$ cat config.mk
export PLATFORM = sky130hd
export DESIGN_NAME = font_rom_arbiter
export DESIGN_NICKNAME = d
export VERILOG_FILES = /design/src/rtl/font_rom_arbiter_pkg.sv /design/src/rtl/font_rom_arbiter_rr_arbiter2.sv /design/src/rtl/font_rom_arbiter.sv
export SDC_FILE = /design/constraint.sdc
export NUM_CORES = 1
export LEC_CHECK = 0
export CAP_MARGIN = 20
export CORE_UTILIZATION = 40
export DETAILED_ROUTE_END_ITERATION = 10
export GPL_ROUTABILITY_DRIVEN = 0
export PLACE_DENSITY = 0.74
export SLEW_MARGIN = 20
export SYNTH_ARGS = -nofsm -noshare
export SYNTH_HDL_FRONTEND = slang
export SYNTH_SLANG_ARGS = --single-unit
$ cat constraint.sdc
create_clock -name clk -period 1.45 [get_ports clk]
set_input_delay 0.2175 -clock clk [delete_from_list [all_inputs] [get_ports clk]]
set_output_delay 0.2175 -clock clk [all_outputs]
set_load 0.02 [all_outputs]
$ cat src/rtl/font_rom_arbiter_pkg.sv
// Shared constants and state encoding for the two-port font ROM burst arbiter.
package font_rom_arbiter_pkg;

    localparam int unsigned GLYPH_BITS = 3;
    localparam int unsigned ROW_BITS   = 5;
    localparam int unsigned DATA_W     = 32;
    localparam int unsigned NUM_GLYPHS = 1 << GLYPH_BITS;
    localparam int unsigned ROWS_PER_GLYPH = 1 << ROW_BITS;
    localparam int unsigned ADDR_W     = GLYPH_BITS + ROW_BITS;
    localparam int unsigned NUM_REQ    = 2;

    typedef enum logic {
        StIdle  = 1'b0,
        StBurst = 1'b1
    } state_e;

    // Requester slot select for the packed per-requester input buses.
    function automatic int unsigned slot_lsb(input logic id, input int unsigned width);
        return id ? width : 0;
    endfunction

endpackage

$ cat src/rtl/font_rom_arbiter_rr_arbiter2.sv
// Two-requester round-robin grant; the last-grant register favours the other side on a tie.
module rr_arbiter2 (
    input  logic       clk,
    input  logic       reset_n,
    input  logic       en,
    input  logic [1:0] req,
    output logic [1:0] gnt,
    output logic       gnt_id
);

    logic last_q, last_d;

    always_comb begin
        gnt    = 2'b00;
        gnt_id = 1'b0;
        last_d = last_q;
        if (req == 2'b11) begin
            gnt_id = ~last_q;
        end else begin
            gnt_id = req[1];
        end
        if (en && (req != 2'b00)) begin
            gnt    = gnt_id ? 2'b10 : 2'b01;
            last_d = gnt_id;
        end
    end

    // Reset to 1 so requester 0 wins the first tie.
    always_ff @(posedge clk or negedge reset_n) begin
        if (!reset_n) begin
            last_q <= 1'b1;
        end else begin
            last_q <= last_d;
        end
    end

endmodule

$ cat src/rtl/font_rom_arbiter.sv
// Arbitrates two glyph-row burst requesters onto one font ROM with a registered,
// fixed-latency response path tagged with requester id and last-beat flag.
module font_rom_arbiter #(
    parameter int unsigned GLYPH_BITS = font_rom_arbiter_pkg::GLYPH_BITS,
    parameter int unsigned ROW_BITS   = font_rom_arbiter_pkg::ROW_BITS,
    parameter int unsigned DATA_W     = font_rom_arbiter_pkg::DATA_W
) (
    input  logic                         clk,
    input  logic                         reset_n,
    input  logic [1:0]                   req_valid,
    input  logic [2*GLYPH_BITS-1:0]      req_glyph,
    input  logic [2*ROW_BITS-1:0]        req_row,
    input  logic [2*ROW_BITS-1:0]        req_len,
    output logic [1:0]                   req_ready,
    output logic                         rsp_valid,
    output logic                         rsp_id,
    output logic                         rsp_last,
    output logic [DATA_W-1:0]            rsp_data,
    output logic [GLYPH_BITS+ROW_BITS-1:0] rom_ad,
    output logic                         rom_ce,
    output logic                         rom_oce,
    output logic                         rom_reset,
    input  logic [DATA_W-1:0]            rom_dout
);

    import font_rom_arbiter_pkg::*;

    localparam int unsigned AW = GLYPH_BITS + ROW_BITS;

    state_e                state_q, state_d;
    logic [GLYPH_BITS-1:0] glyph_q, glyph_d;
    logic [ROW_BITS-1:0]   row_q, row_d;
    logic [ROW_BITS-1:0]   cnt_q, cnt_d;
    logic                  id_q, id_d;
    logic [1:0]            ready_q, ready_d;

    // Read-issue stage, aligned with rom_ce/rom_ad.
    logic                  rom_ce_q, rom_ce_d;
    logic [AW-1:0]         rom_ad_q, rom_ad_d;
    logic                  rd_id_q, rd_id_d;
    logic                  rd_last_q, rd_last_d;

    // ROM-output stage, aligned with rom_dout.
    logic                  p1_valid_q, p1_id_q, p1_last_q;

    logic                  rsp_valid_q, rsp_id_q, rsp_last_q;
    logic [DATA_W-1:0]     rsp_data_q;

    logic [1:0]            gnt;
    logic                  gnt_id;
    logic                  arb_en;

    assign arb_en = (state_q == StIdle);

    rr_arbiter2 u_arb (
        .clk     (clk),
        .reset_n (reset_n),
        .en      (arb_en),
        .req     (req_valid),
        .gnt     (gnt),
        .gnt_id  (gnt_id)
    );

    always_comb begin
        state_d   = state_q;
        glyph_d   = glyph_q;
        row_d     = row_q;
        cnt_d     = cnt_q;
        id_d      = id_q;
        ready_d   = 2'b00;
        rom_ce_d  = 1'b0;
        rom_ad_d  = rom_ad_q;
        rd_id_d   = rd_id_q;
        rd_last_d = 1'b0;

        unique case (state_q)
            StIdle: begin
                if (req_valid != 2'b00) begin
                    ready_d = gnt;
                    id_d    = gnt_id;
                    glyph_d = req_glyph[slot_lsb(gnt_id, GLYPH_BITS) +: GLYPH_BITS];
                    row_d   = req_row[slot_lsb(gnt_id, ROW_BITS) +: ROW_BITS];
                    cnt_d   = req_len[slot_lsb(gnt_id, ROW_BITS) +: ROW_BITS];
                    state_d = StBurst;
                end
            end
            StBurst: begin
                rom_ce_d  = 1'b1;
                rom_ad_d  = {glyph_q, row_q};
                rd_id_d   = id_q;
                rd_last_d = (cnt_q == '0);
                // Natural ROW_BITS overflow keeps the burst inside the same glyph.
                row_d     = row_q + ROW_BITS'(1);
                if (cnt_q == '0) begin
                    state_d = StIdle;
                end else begin
                    cnt_d = cnt_q - ROW_BITS'(1);
                end
            end
            default: begin
                state_d = StIdle;
            end
        endcase
    end

    always_ff @(posedge clk or negedge reset_n) begin
        if (!reset_n) begin
            state_q   <= StIdle;
            glyph_q   <= '0;
            row_q     <= '0;
            cnt_q     <= '0;
            id_q      <= 1'b0;
            ready_q   <= 2'b00;
            rom_ce_q  <= 1'b0;
            rom_ad_q  <= '0;
            rd_id_q   <= 1'b0;
            rd_last_q <= 1'b0;
        end else begin
            state_q   <= state_d;
            glyph_q   <= glyph_d;
            row_q     <= row_d;
            cnt_q     <= cnt_d;
            id_q      <= id_d;
            ready_q   <= ready_d;
            rom_ce_q  <= rom_ce_d;
            rom_ad_q  <= rom_ad_d;
            rd_id_q   <= rd_id_d;
            rd_last_q <= rd_last_d;
        end
    end

    // Response pipeline: one stage covers the ROM latency, one registers rom_dout.
    always_ff @(posedge clk or negedge reset_n) begin
        if (!reset_n) begin
            p1_valid_q  <= 1'b0;
            p1_id_q     <= 1'b0;
            p1_last_q   <= 1'b0;
            rsp_valid_q <= 1'b0;
            rsp_id_q    <= 1'b0;
            rsp_last_q  <= 1'b0;
            rsp_data_q  <= '0;
        end else begin
            p1_valid_q  <= rom_ce_q;
            p1_id_q     <= rd_id_q;
            p1_last_q   <= rom_ce_q & rd_last_q;
            rsp_valid_q <= p1_valid_q;
            rsp_last_q  <= p1_valid_q & p1_last_q;
            if (p1_valid_q) begin
                rsp_id_q   <= p1_id_q;
                rsp_data_q <= rom_dout;
            end
        end
    end

    assign req_ready = ready_q;
    assign rsp_valid = rsp_valid_q;
    assign rsp_id    = rsp_id_q;
    assign rsp_last  = rsp_last_q;
    assign rsp_data  = rsp_data_q;
    assign rom_ce    = rom_ce_q;
    assign rom_ad    = rom_ad_q;
    assign rom_oce   = 1'b1;
    assign rom_reset = 1'b0;

endmodule

==> impl_metrics.json <==
{
  "routedWlPerCell_um": 14.55,
  "cp-start-kind": "flop",
  "yosysTopAreaCellShare_pct": 58.25,
  "swShare_pct": 33.76,
  "cp_max_fo": 7,
  "diodes": 0,
  "gr-total-overflow": 0,
  "synth-edff-count": 0,
  "p_per_area_nw_per_um2": 1780,
  "cts.clk_slew.worst_paths_ns": 0.07,
  "leakage_nw": 1.922,
  "viasPerCell": 4.869,
  "ios": 110,
  "finalCritPeriodShare_pct": 96.39,
  "max_freq_ghz": 0.7155,
  "grt_max_degree": 36,
  "reg2reg_to": "cnt_q[2]",
  "synth_top_area_cell": "dfrtp_1",
  "fill_cells": 588,
  "setup_tns_ns": 0,
  "fin_util_pct": 62.77,
  "clkLatencyLatePin_ns": 0.33,
  "min_period_ns": 1.398,
  "die_w_um": 86.19,
  "ant_nets": 0,
  "skew_ns": 0.003735,
  "cts_tree": "built",
  "min_path_type": "reg -> reg",
  "status": "finished clean",
  "detail_route.drc_violations": 0,
  "power_frac_clock_pct": 20.5,
  "drt-pass1-iter-count": 4,
  "dp_hpwl_um": 4593,
  "initial_core_util_pct": 41.50,
  "syn_area_um2": 2835,
  "crit_type": "reg -> reg",
  "synth_flop_cell": "dfrtp_1",
  "htree_levels": 3,
  "numClockSinks": 67,
  "ir_worst_vdd_mv": 0.7423,
  "synth_area_leaders": "dfrtp_1 58%, mux2_2 17%, mux2i_1 3.2%",
  "setup.worst_path.end_class": "flop",
  "layout.nets": 397,
  "synth_common_cells": "66 x dfrtp_1, 42 x mux2_2, 9 x mux2i_1, 7 x nor2_1, 6 x a21oi_1",
  "p_int_mw": 5.056,
  "syn_avg_cell_area_um2": 13.63,
  "core-area_um2": 6832,
  "grt_pass1_wl_um": 10260,
  "rsz0062_at_grt": "true",
  "synth-seq-cells": 67,
  "antenna_found_initial": 0,
  "synthCells": 208,
  "rrSetupSlack_ns": 0.05,
  "r2r-start": "u_arb.last_q",
  "ys_types": 41,
  "root_buffer": "clkbuf_8",
  "dp.cells": 417,
  "final_cells": 434,
  "crit_required_ns": 1.67,
  "cap_violations": 0,
  "yosysMostFrequentCell": "dfrtp_1",
  "die_h_um": 86.19,
  "cts_buffers": 9,
  "port_buffers": 107,
  "seqPwrFrac_pct": 39.0,
  "yosys_warnings": 0,
  "endpoint": "cnt_q[2]",
  "hold_violations": 0,
  "slew_viol_final": 0,
  "critPathLaunch": "u_arb.last_q",
  "grt_pass1_vias": 2125,
  "dieArea_um2": 7429,
  "area_growth_pct": 51.24,
  "syn-num-nets": 272,
  "rows": 30,
  "arrival_ns": 1.62,
  "p_sw_mw": 2.577,
  "dr_total_vias": 2113,
  "totalWireLength_um": 6313,
  "drive_gt1_share_pct": 25.15,
  "grt.total_usage_pct": 18.28,
  "setup_viol": 0,
  "power_mw": 7.633,
  "ys_seq_area_share_pct": 59.18,
  "comb_power_share_pct": 40.5,
  "reg2regPathDepth": 4,
  "drtIter0Drc": 66,
  "synthArstFlopShare_pct": 100.0,
  "cts_max_path_buffers": 2
}
-- cells in the final DEF, fill, tap and decap left out, types with 2 or more instances in the layout --
cell type	count
nor2_1	7
nand2_1	5
a21oi_1	6
clkdlybuf4s50_1	60
mux2_2	42
clkbuf_8	11
xnor2_1	2
buf_4	17
nand3_1	3
o21ai_0	3
a211oi_1	2
clkinv_2	2
inv_1	2
nor2b_1	5
dlygate4sd2_1	46
nand2b_1	2
conb_1	2
dfrtp_1	65
a22oi_1	3
and2_1	5
a2bb2oi_1	4
xor2_1	2
nor3_1	2
mux2i_1	9
a221o_1	4
-- layer usage --
layer,global-route usage (%),wire (µm)
met1,24.25,2853
met2,27.78,2836
met3,5.048,533
met4,8.939,90
met5,0,0
-- power groups by stage --
stage | clock [mW] | sequential (mW) | combinational (mW)
finish | 1.56 | 2.98 | 3.09
global placement | 0 | 2.99 | 3.26
floorplan | 0 | 3.39 | 1.49
CTS | 1.62 | 2.98 | 3.07
detailed placement | 0 | 3.01 | 3.32
global route | 1.71 | 3.08 | 3.36
-- flip-flops by register name, indices dropped and copies added, names as in the netlist --
| name | count |
|---|---|
| rsp_valid | 1 |
| rsp_id | 1 |
| rom_ad | 8 |
| p1_last_q | 1 |
| rd_id_q | 1 |
| rsp_data | 32 |
| rom_ce | 1 |
| req_ready | 2 |
| u_arb.last_q | 1 |
| rsp_last | 1 |
| id_q | 1 |
| p1_id_q | 1 |
| glyph_q | 3 |
| state_q | 1 |
| p1_valid_q | 1 |
| cnt_q | 5 |
| rd_last_q | 1 |
| row_q | 5 |
-- worst min path at each step --
stage               startpoint          end  slack [ns]  depth (start not counted)
floorplan              reset_n     cnt_q[0]       -0.08                          0
global placement       reset_n  rsp_data[9]        0.29                          2
detailed placement     reset_n  rsp_data[4]        0.29                          2
CTS                    rd_id_q      p1_id_q        0.38                          0
global route           rd_id_q      p1_id_q        0.40                          0
finish                 rd_id_q      p1_id_q        0.38                          0
-- layout make-up --
cell class | instances | area [µm²] | share of cell area, %
Timing Repair Buffer | 127 | 1177 | 27.46
Clock inverter | 4 | 48.80 | 1.138
Clock buffer | 12 | 155.1 | 3.618
Multi-Input combinational cell | 125 | 1096 | 25.56
Inverter | 3 | 11.26 | 0.2626
Sequential cell | 67 | 1679 | 39.16
Tap cell | 96 | 120.1 | 2.801
-- repair_timing --
item | 4_1_cts | 5_1_grt
hold buffers | 1 | 0
endpoints found under the hold margin | 66 | 0
setup endpoints to repair | 48 | 3
gates resized for setup | 48 | 5
buffers inserted | 0 | 0
-- cells by family (layout without fill, tap and decap cells) --
kind of cell | after synthesis | in the layout | share of synthesized area [%]
buf+inv | 16 | 146 | 3.089
compound gates | 31 | 31 | 8.605
xor+xnor | 4 | 4 | 1.236
mux | 51 | 51 | 19.86
fa+ha+maj | 2 | 2 | 0.8825
simple gates | 35 | 35 | 6.885
other cells | 2 | 2 | 0.2649
flops | 67 | 67 | 59.18
-- worst max-delay path: stages (launching register included) --
cell	delay (ns)
dfstp_2	0.59
a21boi_4	0.10
buf_6	0.15
a221o_1	0.28
o32a_1	0.17
-- through the flow --
stage               hold slack [ns]  setup slack [ns]  area [µm²]
floorplan                  -0.07809            0.1256        2835
global placement             0.2878           -0.1723        4100
detailed placement           0.2896           -0.2440        4100
CTS                          0.3827          0.002909        4264
global route                 0.4015          -0.02155        4288
finish                       0.3846           0.05239        4288
(Power assumes the default switching activity.)
